File: src/rtl/imm_decode_ctrl_pkg.sv
// Shared definitions for the immediate-decode controller: opcode constants,
// immediate-format encoding, occupancy states and the stored decoded entry.
package imm_decode_ctrl_pkg;

  localparam int unsigned INSTR_W = 32;
  localparam int unsigned IR_W    = 25;
  localparam int unsigned OPC_W   = 7;
  localparam int unsigned SEL_W   = 3;

  localparam logic [OPC_W-1:0] OPC_OP_IMM = 7'b0010011;
  localparam logic [OPC_W-1:0] OPC_LOAD   = 7'b0000011;
  localparam logic [OPC_W-1:0] OPC_JALR   = 7'b1100111;
  localparam logic [OPC_W-1:0] OPC_SYSTEM = 7'b1110011;
  localparam logic [OPC_W-1:0] OPC_STORE  = 7'b0100011;
  localparam logic [OPC_W-1:0] OPC_BRANCH = 7'b1100011;
  localparam logic [OPC_W-1:0] OPC_LUI    = 7'b0110111;
  localparam logic [OPC_W-1:0] OPC_AUIPC  = 7'b0010111;
  localparam logic [OPC_W-1:0] OPC_JAL    = 7'b1101111;
  localparam logic [OPC_W-1:0] OPC_OP     = 7'b0110011;

  typedef enum logic [SEL_W-1:0] {
    IMM_I = 3'b000,
    IMM_S = 3'b001,
    IMM_B = 3'b010,
    IMM_U = 3'b011,
    IMM_J = 3'b100
  } imm_sel_e;

  typedef enum logic [1:0] {
    OCC_EMPTY   = 2'b00,
    OCC_PARTIAL = 2'b01,
    OCC_FULL    = 2'b10
  } occ_state_e;

  typedef struct packed {
    logic [IR_W-1:0]    ir;
    logic [INSTR_W-1:0] pc;
    imm_sel_e           imm_sel;
    logic               uses_imm;
    logic               illegal;
  } dec_entry_t;

endpackage

File: src/rtl/imm_decode_ctrl_imm_sel_dec.sv
// Combinational opcode decoder: maps a 7-bit opcode to the immediate format,
// whether the instruction consumes an immediate, and whether it is illegal.
//   opcode      in  7  instruction bits [6:0]
//   imm_sel_c   out 3  immediate format (I/S/B/U/J)
//   uses_imm_c  out 1  instruction consumes the immediate
//   illegal_c   out 1  opcode not recognised
module imm_sel_dec
  import imm_decode_ctrl_pkg::*;
(
  input  logic [OPC_W-1:0] opcode,
  output logic [SEL_W-1:0] imm_sel_c,
  output logic             uses_imm_c,
  output logic             illegal_c
);

  // Unknown opcodes fall through to the defaults: I-format, no imm, illegal.
  always_comb begin
    imm_sel_c  = IMM_I;
    uses_imm_c = 1'b0;
    illegal_c  = 1'b1;
    case (opcode)
      OPC_OP_IMM, OPC_LOAD, OPC_JALR, OPC_SYSTEM: begin
        imm_sel_c  = IMM_I;
        uses_imm_c = 1'b1;
        illegal_c  = 1'b0;
      end
      OPC_STORE: begin
        imm_sel_c  = IMM_S;
        uses_imm_c = 1'b1;
        illegal_c  = 1'b0;
      end
      OPC_BRANCH: begin
        imm_sel_c  = IMM_B;
        uses_imm_c = 1'b1;
        illegal_c  = 1'b0;
      end
      OPC_LUI, OPC_AUIPC: begin
        imm_sel_c  = IMM_U;
        uses_imm_c = 1'b1;
        illegal_c  = 1'b0;
      end
      OPC_JAL: begin
        imm_sel_c  = IMM_J;
        uses_imm_c = 1'b1;
        illegal_c  = 1'b0;
      end
      OPC_OP: begin
        illegal_c  = 1'b0;
      end
      default: ;
    endcase
  end

endmodule

File: src/rtl/imm_decode_ctrl.sv
// Instruction buffer with decode-at-write: accepts fetched instructions,
// decodes the immediate format and stores {IR, PC, format, flags} in a
// DEPTH-entry FIFO presented to the execute stage / immediate generator.
//   clk, rst_n        clock, async active-low reset
//   in_valid/ready    fetch handshake; in_ready is registered not-full
//   in_instr, in_pc   raw instruction word and address
//   flush             synchronous discard of all buffered entries
//   out_valid/ready   execute handshake; out_valid is not-empty
//   out_ir            INSTR[31:7] of head entry
//   out_imm_sel       immediate format of head entry
//   out_pc            PC of head entry
//   out_uses_imm      head consumes an immediate
//   out_illegal       head opcode unrecognised (0 when out_valid low)
//   illegal_cnt       saturating count of accepted illegal instructions
module imm_decode_ctrl
  import imm_decode_ctrl_pkg::*;
#(
  parameter int unsigned DEPTH = 2,
  parameter int unsigned CNT_W = 16
) (
  input  logic               clk,
  input  logic               rst_n,
  input  logic               in_valid,
  output logic               in_ready,
  input  logic [31:0]        in_instr,
  input  logic [31:0]        in_pc,
  input  logic               flush,
  output logic               out_valid,
  input  logic               out_ready,
  output logic [24:0]        out_ir,
  output logic [2:0]         out_imm_sel,
  output logic [31:0]        out_pc,
  output logic               out_uses_imm,
  output logic               out_illegal,
  output logic [CNT_W-1:0]   illegal_cnt
);

  localparam int unsigned PTR_W = (DEPTH > 1) ? $clog2(DEPTH) : 1;
  localparam int unsigned OCC_W = $clog2(DEPTH + 1);

  occ_state_e       state_q, state_d;
  logic [PTR_W-1:0] wr_ptr_q, wr_ptr_d;
  logic [PTR_W-1:0] rd_ptr_q, rd_ptr_d;
  logic [OCC_W-1:0] count_q, count_d;
  logic [CNT_W-1:0] illegal_cnt_q, illegal_cnt_d;
  logic             in_ready_q;
  logic             out_valid_q;

  logic             push_c;
  logic             pop_c;
  logic [SEL_W-1:0] dec_sel_c;
  logic             dec_uses_imm_c;
  logic             dec_illegal_c;
  dec_entry_t       wr_entry_c;
  dec_entry_t       head_c;
  dec_entry_t       mem [DEPTH];

  imm_sel_dec u_imm_sel_dec (
    .opcode     (in_instr[OPC_W-1:0]),
    .imm_sel_c  (dec_sel_c),
    .uses_imm_c (dec_uses_imm_c),
    .illegal_c  (dec_illegal_c)
  );

  // A transfer during flush is discarded, so it never counts as a push.
  assign push_c = in_valid & in_ready_q & ~flush;
  assign pop_c  = out_valid_q & out_ready;

  assign wr_entry_c = '{ir:       in_instr[31:7],
                        pc:       in_pc,
                        imm_sel:  imm_sel_e'(dec_sel_c),
                        uses_imm: dec_uses_imm_c,
                        illegal:  dec_illegal_c};

  // Next-state, pointer, occupancy and illegal-counter logic.
  always_comb begin
    state_d       = state_q;
    wr_ptr_d      = wr_ptr_q;
    rd_ptr_d      = rd_ptr_q;
    count_d       = count_q;
    illegal_cnt_d = illegal_cnt_q;

    if (push_c) begin
      wr_ptr_d = (wr_ptr_q == PTR_W'(DEPTH - 1)) ? '0 : wr_ptr_q + PTR_W'(1);
    end
    if (pop_c) begin
      rd_ptr_d = (rd_ptr_q == PTR_W'(DEPTH - 1)) ? '0 : rd_ptr_q + PTR_W'(1);
    end

    case ({push_c, pop_c})
      2'b10:   count_d = count_q + OCC_W'(1);
      2'b01:   count_d = count_q - OCC_W'(1);
      default: count_d = count_q;
    endcase

    case (state_q)
      OCC_EMPTY: begin
        if (push_c) state_d = OCC_PARTIAL;
      end
      OCC_PARTIAL: begin
        if (push_c && !pop_c && (count_q == OCC_W'(DEPTH - 1))) begin
          state_d = OCC_FULL;
        end else if (pop_c && !push_c && (count_q == OCC_W'(1))) begin
          state_d = OCC_EMPTY;
        end
      end
      OCC_FULL: begin
        if (pop_c) state_d = OCC_PARTIAL;
      end
      default: state_d = OCC_EMPTY;
    endcase

    if (flush) begin
      state_d  = OCC_EMPTY;
      wr_ptr_d = '0;
      rd_ptr_d = '0;
      count_d  = '0;
    end

    if (push_c && dec_illegal_c && !(&illegal_cnt_q)) begin
      illegal_cnt_d = illegal_cnt_q + CNT_W'(1);
    end
  end

  // Control state; handshake flags are registered from the next state so
  // in_ready has no combinational path from out_ready.
  always_ff @(posedge clk or negedge rst_n) begin
    if (!rst_n) begin
      state_q       <= OCC_EMPTY;
      wr_ptr_q      <= '0;
      rd_ptr_q      <= '0;
      count_q       <= '0;
      illegal_cnt_q <= '0;
      in_ready_q    <= 1'b0;
      out_valid_q   <= 1'b0;
    end else begin
      state_q       <= state_d;
      wr_ptr_q      <= wr_ptr_d;
      rd_ptr_q      <= rd_ptr_d;
      count_q       <= count_d;
      illegal_cnt_q <= illegal_cnt_d;
      in_ready_q    <= (state_d != OCC_FULL);
      out_valid_q   <= (state_d != OCC_EMPTY);
    end
  end

  // Entry storage is data-only and needs no reset.
  always_ff @(posedge clk) begin
    if (push_c) begin
      mem[wr_ptr_q] <= wr_entry_c;
    end
  end

  assign head_c       = mem[rd_ptr_q];
  assign in_ready     = in_ready_q;
  assign out_valid    = out_valid_q;
  assign out_ir       = head_c.ir;
  assign out_imm_sel  = head_c.imm_sel;
  assign out_pc       = head_c.pc;
  assign out_uses_imm = head_c.uses_imm;
  assign out_illegal  = out_valid_q & head_c.illegal;
  assign illegal_cnt  = illegal_cnt_q;

endmodule

File: config.mk
export PLATFORM = sky130hd
export DESIGN_NAME = imm_decode_ctrl
export DESIGN_NICKNAME = d
export VERILOG_FILES = /design/src/rtl/imm_decode_ctrl_pkg.sv /design/src/rtl/imm_decode_ctrl_imm_sel_dec.sv /design/src/rtl/imm_decode_ctrl.sv
export SDC_FILE = /design/constraint.sdc
export NUM_CORES = 1
export LEC_CHECK = 0
export BUFFER_PORTS_ARGS = -buffer_cell sky130_fd_sc_hd__buf_4
export CORE_ASPECT_RATIO = 1.2
export CORE_MARGIN = 8
export CORE_UTILIZATION = 52
export CTS_CLUSTER_SIZE = 25
export DETAILED_ROUTE_END_ITERATION = 8
export HOLD_SLACK_MARGIN = 0.05
export PLACE_DENSITY = 0.76
export REMOVE_ABC_BUFFERS = 1
export SYNTH_ARGS = -nofsm -noshare
export SYNTH_HDL_FRONTEND = slang
export SYNTH_SLANG_ARGS = --single-unit
File: constraint.sdc
create_clock -name clk -period 5.1 [get_ports clk]
set_input_delay 0.255 -clock clk [delete_from_list [all_inputs] [get_ports clk]]
set_output_delay 0.255 -clock clk [all_outputs]
set_load 0.01 [all_outputs]
==> reports/metrics.yaml <==
status: "completed"
reg2reg_setup_slack_ns: 2.85
die_h_um: 131.3
fin_crit_ns: 2.515
vdd_drop_max_mv: 0.2856
yosys_warnings: 0
worstMarginPinSlew_ns: 0.7650
setup-violations-final: 0
final_cell_mix: "buf_4 (151), edfxtp_1 (124), mux2_2 (62)"
seq_area_frac_synth: 0.7502
start_util: 0.5274
tns_ns: 0
path_class: "reg -> out"
p_seq_frac: 0.443
met1_usage: 0.2195
crit_fanout: 41
p_comb_frac: 0.113
grt_pass1_vias: 3945
diodes: 0
drt_drc_violations_left: 0
p_int_uw: 2553
route.vias.total: 3624
fmax_mhz: 397.6
cts_made_buffers: 17
crit_path_end_kind: "primary output"
track_usage: 0.1851
io_pins: 149
viasPerCell: 5.298
initialDrtViolationCount: 260
pwr-share-clk: 0.443
design.core.area_mm2: 0.01093
cts_hold_buf: 58
finalHoldViolCount: 0
synth_cells: 323
fin_crit_sh: 0.4932
grt_max_degree: 42
dieArea_mm2: 0.01472
cts.repair.resized: 0
wl_um: 13390
dr.pass1.iters: 4
nets: 610
cts_sinks: 148
worstSkewPairLatency_ns: 0.40
ant_nets: 0
rows: 42
busiest_layer: "met2"
powerDensity_mw_per_mm2: 390.1
grt_antenna_before_repair: 0
clockBufferDepth: 2
slew_headroom: 0.4888
cts.clk_slew.worst_paths_ns: 0.05
die_x_um: 112.1
synth_cell_types: 39
gp_congestion: 0.7995
grt_pass1_wl_um: 21360
syn_area_per_cell_um2: 17.85
htreeDepth: 4
area_delta_synth_final_pct: 43.76
hp-class: "in -> reg"
overflow: 0
cts_tree: "yes"
p_total_uw: 3232
max_cap_violations: 0
detailed_place_hpwl_um: 8500
rsz0062_at_grt: "no"
gr-usage-met3: 0.05912
port_buffers: 148
drive_gt1_frac: 0.4601
fin_skew_ns: 0.006421
critPathLaunchType: "register"
grt_use_met2: 0.3138
synth_area_mm2: 0.005764
post_cts_buffers: 0
switching_share: 0.2102
slew_viol_final: 0
synth-seq-cells: 148
arrival_ns: 2.26
root_buffer: "clkbuf_16"
p_leak_uw: 0.003196
p_switching_uw: 679.4
final_common_cell: "buf_4"
cp.required_ns: 4.85
wl_per_cell_um: 19.57
[synthesized netlist by cell type (all sizes together)]
cell type / number / area (µm²)
dfrtp: 24 / 600.6
nor2b: 4 / 25.02
and3: 2 / 12.51
nand4b: 1 / 8.760
buf: 3 / 21.27
nor3: 5 / 25.02
mux2: 63 / 713.2
nand4: 9 / 62.56
nor4: 3 / 25.02
or3b: 2 / 17.52
o41ai: 1 / 8.760
and4: 2 / 17.52
nand3: 8 / 40.04
o21ai: 1 / 5.000
and2b: 1 / 7.510
xnor2: 14 / 122.6
nand3b: 3 / 22.52
or4b: 1 / 10.01
xor2: 4 / 35.03
o211ai: 1 / 12.51
or2: 1 / 6.260
nor3b: 1 / 7.510
o311ai: 1 / 8.760
inv: 3 / 11.26
nor2: 8 / 32.54
mux2i: 1 / 10.01
nand2: 11 / 41.29
ha: 2 / 25.02
clkbuf: 9 / 33.78
edfxtp: 124 / 3724
and2: 3 / 18.77
a21oi: 5 / 25.02
a211oi: 2 / 27.53
[cells by family after synthesis]
family,after synthesis,synth area share
adders and majority gates,2,0.004341
muxes,64,0.1255
and+or+nand+nor,65,0.06599
AOI/OAI and AO/OA,11,0.01519
xor gates and xnor gates,18,0.02735
buffers and inverters,15,0.01150
DFF,148,0.7502
[registers in the layout, indices dropped and copies added (netlist names)]
signal       cells
illegal_cnt     16
state_q          2
out_valid        1
mem            124
wr_ptr_q         1
count_q          2
rd_ptr_q         1
in_ready         1
[critical path, stage by stage (launching register included)]
cell     delay, ns
dfrtp_2       0.70
buf_4         0.56
mux2_2        0.42
buf_4         0.15
[stage by stage]
stage | cells | hold WS (ns) | instance area, µm² | utilization | setup slack [ns]
CTS | 684 | 0.06018 | 8287 | 0.7581 | 2.545
finish | 684 | 0.08321 | 8287 | 0.7581 | 2.585
global route | 684 | 0.08033 | 8287 | 0.7581 | 2.462
floorplan | 311 | -0.04059 | 5709 | - | 1.368
global placement | 594 | 0.1678 | 7018 | 0.6421 | 2.728
detailed placement | 594 | 0.1716 | 7018 | 0.6421 | 2.672
[final timing paths]
path,end,start,cells after the start
max,out_pc[12],rd_ptr_q,3
min,rd_ptr_q,flush,2
max reg2reg,mem[0][37],in_ready,3
min reg2reg,illegal_cnt[13],illegal_cnt[13],1
max in group asynchronous,rd_ptr_q,rst_n,2
min in group asynchronous,illegal_cnt[8],rst_n,2
[routing by layer]
layer	share of wire	up-vias
met2	0.51	138
met5	0	-
met3	0.062	9
met4	0.0061	0
li1	-	1670
met1	0.42	1807
[power by group through the flow]
stage / clock (µW) / combinational [µW] / sequential (µW)
3_5_place_dp: 0 / 328 / 1460
3_3_place_gp: 0 / 323 / 1450
5_1_grt: 1510 / 396 / 1440
6_report: 1430 / 367 / 1430
2_1_floorplan: 0 / 138 / 1460
4_1_cts: 1460 / 367 / 1430
[layout make-up]
| class | instances | area, µm² |
|---|---|---|
| Fill cell | 622 | 2644 |
| Inverter | 3 | 11.26 |
| Clock buffer | 19 | 432.9 |
| Timing Repair Buffer | 209 | 1714 |
| Sequential cell | 148 | 4325 |
| Multi-Input combinational cell | 160 | 1383 |
| Clock inverter | 13 | 255.2 |
| Tap cell | 132 | 165.2 |
(Power assumes the default switching activity.)
